File: src/rtl/multicycle_control.sv
// Multicycle MIPS main control FSM and ALU-operation encoder (Moore outputs, one state per cycle).
// Optional feature: define BNE_EN to route opcode 0x05 (bne) through BRANCH with an inverted zero test.
module multicycle_control (
  input  logic       clk,
  input  logic       reset,
  input  logic [5:0] opcode_i,
  input  logic [5:0] funct_i,
  input  logic       zero_i,
  input  logic       mem_ready_i,
  output logic [3:0] alu_operation_o,
  output logic       alu_src_a_o,
  output logic [1:0] alu_src_b_o,
  output logic       zero_ext_o,
  output logic       i_or_d_o,
  output logic       mem_read_o,
  output logic       mem_write_o,
  output logic       ir_write_o,
  output logic       reg_dst_o,
  output logic       mem_to_reg_o,
  output logic       reg_write_o,
  output logic [1:0] pc_source_o,
  output logic       pc_en_o,
  output logic       illegal_o,
  output logic [3:0] state_o
);

  localparam logic [3:0] S_FETCH     = 4'd0;
  localparam logic [3:0] S_DECODE    = 4'd1;
  localparam logic [3:0] S_MEM_ADDR  = 4'd2;
  localparam logic [3:0] S_MEM_READ  = 4'd3;
  localparam logic [3:0] S_MEM_WB    = 4'd4;
  localparam logic [3:0] S_MEM_WRITE = 4'd5;
  localparam logic [3:0] S_R_EXEC    = 4'd6;
  localparam logic [3:0] S_R_WB      = 4'd7;
  localparam logic [3:0] S_I_EXEC    = 4'd8;
  localparam logic [3:0] S_I_WB      = 4'd9;
  localparam logic [3:0] S_BRANCH    = 4'd10;
  localparam logic [3:0] S_JUMP      = 4'd11;

  localparam logic [3:0] ALU_IDLE = 4'b0000;
  localparam logic [3:0] ALU_SUB  = 4'b0001;
  localparam logic [3:0] ALU_OR   = 4'b0010;
  localparam logic [3:0] ALU_ADD  = 4'b0011;
  localparam logic [3:0] ALU_LUI  = 4'b0100;

  localparam logic [5:0] OP_RTYPE = 6'h00;
  localparam logic [5:0] OP_J     = 6'h02;
  localparam logic [5:0] OP_BEQ   = 6'h04;
  localparam logic [5:0] OP_ADDI  = 6'h08;
  localparam logic [5:0] OP_ORI   = 6'h0D;
  localparam logic [5:0] OP_LUI   = 6'h0F;
  localparam logic [5:0] OP_LW    = 6'h23;
  localparam logic [5:0] OP_SW    = 6'h2B;
`ifdef BNE_EN
  localparam logic [5:0] OP_BNE   = 6'h05;
`endif

  localparam logic [5:0] FN_ADD = 6'h20;
  localparam logic [5:0] FN_SUB = 6'h22;
  localparam logic [5:0] FN_OR  = 6'h25;

  logic [3:0] r_state;
  logic [3:0] w_next;

  // State register; reset abandons any pending memory access.
  always_ff @(posedge clk) begin
    if (reset) r_state <= S_FETCH;
    else       r_state <= w_next;
  end

  // Next state and Moore outputs; reset forces every output low.
  always_comb begin
    w_next          = S_FETCH;
    alu_operation_o = ALU_IDLE;
    alu_src_a_o     = 1'b0;
    alu_src_b_o     = 2'b00;
    zero_ext_o      = 1'b0;
    i_or_d_o        = 1'b0;
    mem_read_o      = 1'b0;
    mem_write_o     = 1'b0;
    ir_write_o      = 1'b0;
    reg_dst_o       = 1'b0;
    mem_to_reg_o    = 1'b0;
    reg_write_o     = 1'b0;
    pc_source_o     = 2'b00;
    pc_en_o         = 1'b0;
    illegal_o       = 1'b0;
    state_o         = r_state;

    case (r_state)
      S_FETCH: begin
        mem_read_o      = 1'b1;
        alu_src_b_o     = 2'b01;
        alu_operation_o = ALU_ADD;
        ir_write_o      = mem_ready_i;
        pc_en_o         = mem_ready_i;
        w_next          = mem_ready_i ? S_DECODE : S_FETCH;
      end
      S_DECODE: begin
        alu_src_b_o     = 2'b11;
        alu_operation_o = ALU_ADD;
        case (opcode_i)
          OP_RTYPE: begin
            if (funct_i == FN_ADD || funct_i == FN_SUB || funct_i == FN_OR) w_next = S_R_EXEC;
            else illegal_o = 1'b1;
          end
          OP_ADDI, OP_ORI, OP_LUI: w_next = S_I_EXEC;
          OP_LW, OP_SW:            w_next = S_MEM_ADDR;
          OP_BEQ:                  w_next = S_BRANCH;
`ifdef BNE_EN
          OP_BNE:                  w_next = S_BRANCH;
`endif
          OP_J:                    w_next = S_JUMP;
          default:                 illegal_o = 1'b1;
        endcase
      end
      S_MEM_ADDR: begin
        alu_src_a_o     = 1'b1;
        alu_src_b_o     = 2'b10;
        alu_operation_o = ALU_ADD;
        if (opcode_i == OP_LW)      w_next = S_MEM_READ;
        else if (opcode_i == OP_SW) w_next = S_MEM_WRITE;
      end
      S_MEM_READ: begin
        mem_read_o = 1'b1;
        i_or_d_o   = 1'b1;
        w_next     = mem_ready_i ? S_MEM_WB : S_MEM_READ;
      end
      S_MEM_WB: begin
        reg_write_o  = 1'b1;
        mem_to_reg_o = 1'b1;
      end
      S_MEM_WRITE: begin
        mem_write_o = 1'b1;
        i_or_d_o    = 1'b1;
        w_next      = mem_ready_i ? S_FETCH : S_MEM_WRITE;
      end
      S_R_EXEC: begin
        alu_src_a_o = 1'b1;
        w_next      = S_R_WB;
        case (funct_i)
          FN_ADD:  alu_operation_o = ALU_ADD;
          FN_SUB:  alu_operation_o = ALU_SUB;
          FN_OR:   alu_operation_o = ALU_OR;
          default: alu_operation_o = ALU_IDLE;
        endcase
      end
      S_R_WB: begin
        reg_write_o = 1'b1;
        reg_dst_o   = 1'b1;
      end
      S_I_EXEC: begin
        alu_src_a_o = 1'b1;
        alu_src_b_o = 2'b10;
        w_next      = S_I_WB;
        case (opcode_i)
          OP_ADDI: alu_operation_o = ALU_ADD;
          OP_ORI: begin
            alu_operation_o = ALU_OR;
            zero_ext_o      = 1'b1;
          end
          OP_LUI:  alu_operation_o = ALU_LUI;
          default: alu_operation_o = ALU_IDLE;
        endcase
      end
      S_I_WB: begin
        reg_write_o = 1'b1;
        zero_ext_o  = (opcode_i == OP_ORI);
      end
      S_BRANCH: begin
        alu_src_a_o     = 1'b1;
        alu_operation_o = ALU_SUB;
        pc_source_o     = 2'b01;
`ifdef BNE_EN
        pc_en_o         = (opcode_i == OP_BNE) ? ~zero_i : zero_i;
`else
        pc_en_o         = zero_i;
`endif
      end
      S_JUMP: begin
        pc_source_o = 2'b10;
        pc_en_o     = 1'b1;
      end
      default: w_next = S_FETCH;
    endcase

    if (reset) begin
      alu_operation_o = ALU_IDLE;
      alu_src_a_o     = 1'b0;
      alu_src_b_o     = 2'b00;
      zero_ext_o      = 1'b0;
      i_or_d_o        = 1'b0;
      mem_read_o      = 1'b0;
      mem_write_o     = 1'b0;
      ir_write_o      = 1'b0;
      reg_dst_o       = 1'b0;
      mem_to_reg_o    = 1'b0;
      reg_write_o     = 1'b0;
      pc_source_o     = 2'b00;
      pc_en_o         = 1'b0;
      illegal_o       = 1'b0;
      state_o         = 4'd0;
    end
  end

endmodule

File: config.mk
export PLATFORM = sky130hd
export DESIGN_NAME = multicycle_control
export DESIGN_NICKNAME = d
export VERILOG_FILES = /design/src/rtl/multicycle_control.sv
export SDC_FILE = /design/constraint.sdc
export NUM_CORES = 1
export LEC_CHECK = 0
export ABC_AREA = 1
export CORE_ASPECT_RATIO = 0.9
export CORE_UTILIZATION = 35
export CTS_CLUSTER_SIZE = 8
export DETAILED_ROUTE_END_ITERATION = 12
export GPL_ROUTABILITY_DRIVEN = 0
export PLACE_DENSITY_LB_ADDON = 0.15
export SETUP_SLACK_MARGIN = 0.3
export SYNTH_ARGS = -nofsm -noshare
export SYNTH_HDL_FRONTEND = slang
export SYNTH_SLANG_ARGS = --single-unit
export TNS_END_PERCENT = 10
File: constraint.sdc
create_clock -name clk -period 1.9 [get_ports clk]
set_clock_uncertainty 0.05 [all_clocks]
set_input_delay 0.57 -clock clk [delete_from_list [all_inputs] [get_ports clk]]
set_output_delay 0.57 -clock clk [all_outputs]
set_load 0.05 [all_outputs]
==> results.cfg <==
[status]
status = finished with violations
violations = setup timing

[flow_run]
cap_violations = 0

[routing]
wl_mm = 4.82
wl_per_cell_um = 21.1
first_pass_iters = 4
drtAntennaViolNets = 0
first_iter_violations = 46
viasPerCell = 6.09
drc_errors = 0
vias = 1389

[synthesis]
synth_commonest_cells = nor2_1 (30), nand2_1 (26), inv_1 (18), nand3_1 (12), a21oi_1 (7)
synth_edf_count = 0
synth.most_common_cell = nor2_1
syn_nets = 152
seq_area_frac_synth_pct = 11.1
syn-cell-area_um2 = 721
synth_seq_cells = 4
netlist_instances = 136
synth_top_area_share_pct = 15.6
synthFlopType = dfxtp_1
synthArstFlopShare_pct = 0
syn_avg_cell_area_um2 = 5.30
synth_top_cell_by_area = nor2_1
ys_top_cells_by_area = nor2_1 (16%), nand2_1 (14%), dfxtp_1 (11%)
netlist-cell-type-count = 28
ys_warn_count = 0

[global_route]
grt_pass1_vias = 1261
use_met2_pct = 71.4
overflow = 0
grtUsageMet1_pct = 36.2
grt_use_total_pct = 35.8
busiest_layer = met2
antenna_found_initial = 0
grt_pass1_wl_mm = 5.93
grt_max_degree = 12
grt_util_met3_pct = 8.08

[timing]
hold_viol = 0
setup_slack_ps = -414
rsz0062_at_grt = yes
fmax_mhz = 432
final.min_clock_period_ps = 2310
slew_viol_final = 0
finalSetupViolCount = 20
finalCritPeriodShare_pct = 122
finalSetupTns_ps = -3580

[floorplan]
core_um2 = 1930
io_pins = 39
die-area_um2 = 2240
die_width_um = 49.8
rows = 15
start_util_pct = 37.3
die_y_um = 45.1

[placement]
post-place-ws_ps = -760
hpwlAfterDp_mm = 2.45
dp.cells = 216
io_buffers = 37

[cts]
cts_sinks = 4
htreeDepth = 1
cts_tree = done
cts_buffers = 3
root_buffer = clkbuf_4
cts_buffer_depth = 2
path_clk_slew_ps = 30
worstSkewPairLatency_ps = 230

[final_layout]
largest_register_ffs = 4
fin_cells = 228
fillers = 42
fin_nets = 220
top_regs = r_state: 4 flops
area_delta_synth_final_pct = 157
regMostFlops = r_state
diodes = 0
fin_util_pct = 96.0
drive_gt1_share_pct = 64.5

[setup_path]
crit_start = opcode_i[5]
crit_type = input pin to primary output
r2r_start = r_state[0]
r2r_setup_slack_ps = 430
crit_chain = buf_6, nor2_4, nand3b_1, a21oi_2, nor2_2, a21oi_4, buf_12
r2r-end = r_state[1]
r2r_cells = 9
crit_path_max_incr_delay_ps = 210
worstSetupStartpointType = input pin
crit_path_end = alu_operation_o[1]
cp.arrival_ps = 1690
cp_max_fo = 6
cpMaxStageDelayCell = a21oi_2
crit_required_ps = 1280
end_kind = primary output

[power_and_ir_drop]
p_leak_nw = 0.818
powerDensity_nw_per_um2 = 273
ir_drop_uv = 491

[worst_hold_path]
worstHoldPathType = input pin to flop
-- layout make-up --
class	count	area (um^2)	share of cell area (%)
clock buffer	4	26.3	1.42
timing repair buffer	66	802	43.2
tap	25	31.3	1.69
sequential	4	95.1	5.12
inverter	22	85.1	4.59
multi-input combinational	107	816	44.0
-- layout by cell type, fill, tap and decap left out, drive strengths merged --
master | netlist | final
a21oi | 8 | 8
a31oi | 3 | 3
and2 | 1 | 1
and3 | 1 | 1
buf | 2 | 58
clkbuf | 1 | 4
clkdlybuf4s15 | 0 | 6
conb | 1 | 1
dfxtp | 4 | 4
dlygate4sd2 | 0 | 2
inv | 22 | 22
nand2 | 30 | 30
nand3 | 12 | 12
nand3b | 1 | 1
nand4 | 2 | 2
nor2 | 36 | 36
nor3 | 5 | 5
nor3b | 3 | 3
o211ai | 1 | 1
o21ai | 2 | 2
o21bai | 1 | 1
-- routing by layer --
| metal | vias to the layer above | part of all wire [%] |
|---|---|---|
| met3 | 49 | 10 |
| met2 | 139 | 48 |
| met5 | - | 0 |
| met1 | 631 | 34 |
| met4 | 0 | 7.4 |
| li1 | 570 | - |
-- critical path, delay by kind of cell --
family	cells	cell delay, ps
buffers and inverters	2	260
AO/OA/AOI/OAI	2	410
AND/OR/NAND/NOR	3	450
-- stage by stage --
step / power [mW] / hold slack [ps] / cell area [um^2]
2_1_floorplan: 0.208 / 562 / 816
3_3_place_gp: 0.334 / 594 / 1570
3_5_place_dp: 0.341 / 618 / 1570
4_1_cts: 0.489 / 648 / 1780
5_1_grt: 0.526 / 719 / 1860
6_report: 0.507 / 704 / 1860
-- cells by family (layout without fill, tap and decap cells) --
| logic type | Yosys count | in the layout | synth area share (%) |
|---|---|---|---|
| compound gates | 15 | 15 | 13.2 |
| buf+inv | 25 | 92 | 13.7 |
| flops | 4 | 4 | 11.1 |
| simple gates | 91 | 91 | 61.5 |
| other cells | 1 | 1 | 0.520 |
-- report_power, final --
| part | leakage (nW) | internal (mW) | switching (mW) |
|---|---|---|---|
| combinational | 0.768 | 0.134 | 0.172 |
| sequential | 0.0355 | 0.0822 | 0.00484 |
| clock | 0.0150 | 0.0787 | 0.0339 |
| total | 0.818 | 0.295 | 0.211 |
-- how the worst min path moves through the flow --
stage,from,to,depth (start not counted)
floorplan,r_state[0],r_state[3],3
global placement,r_state[0],r_state[3],3
detailed placement,r_state[0],r_state[3],3
CTS,opcode_i[3],r_state[2],4
global route,opcode_i[3],r_state[2],4
finish,opcode_i[3],r_state[2],4
-- repair_timing --
item / 4_1_cts / 5_1_grt
hold buffers: 0 / 0
buffers inserted: 6 / 2
gates resized for setup: 91 / 14
pin swaps: 21 / 11
setup endpoints to repair: 26 / 24
Note: power is estimated with default switching activity, not from simulation.
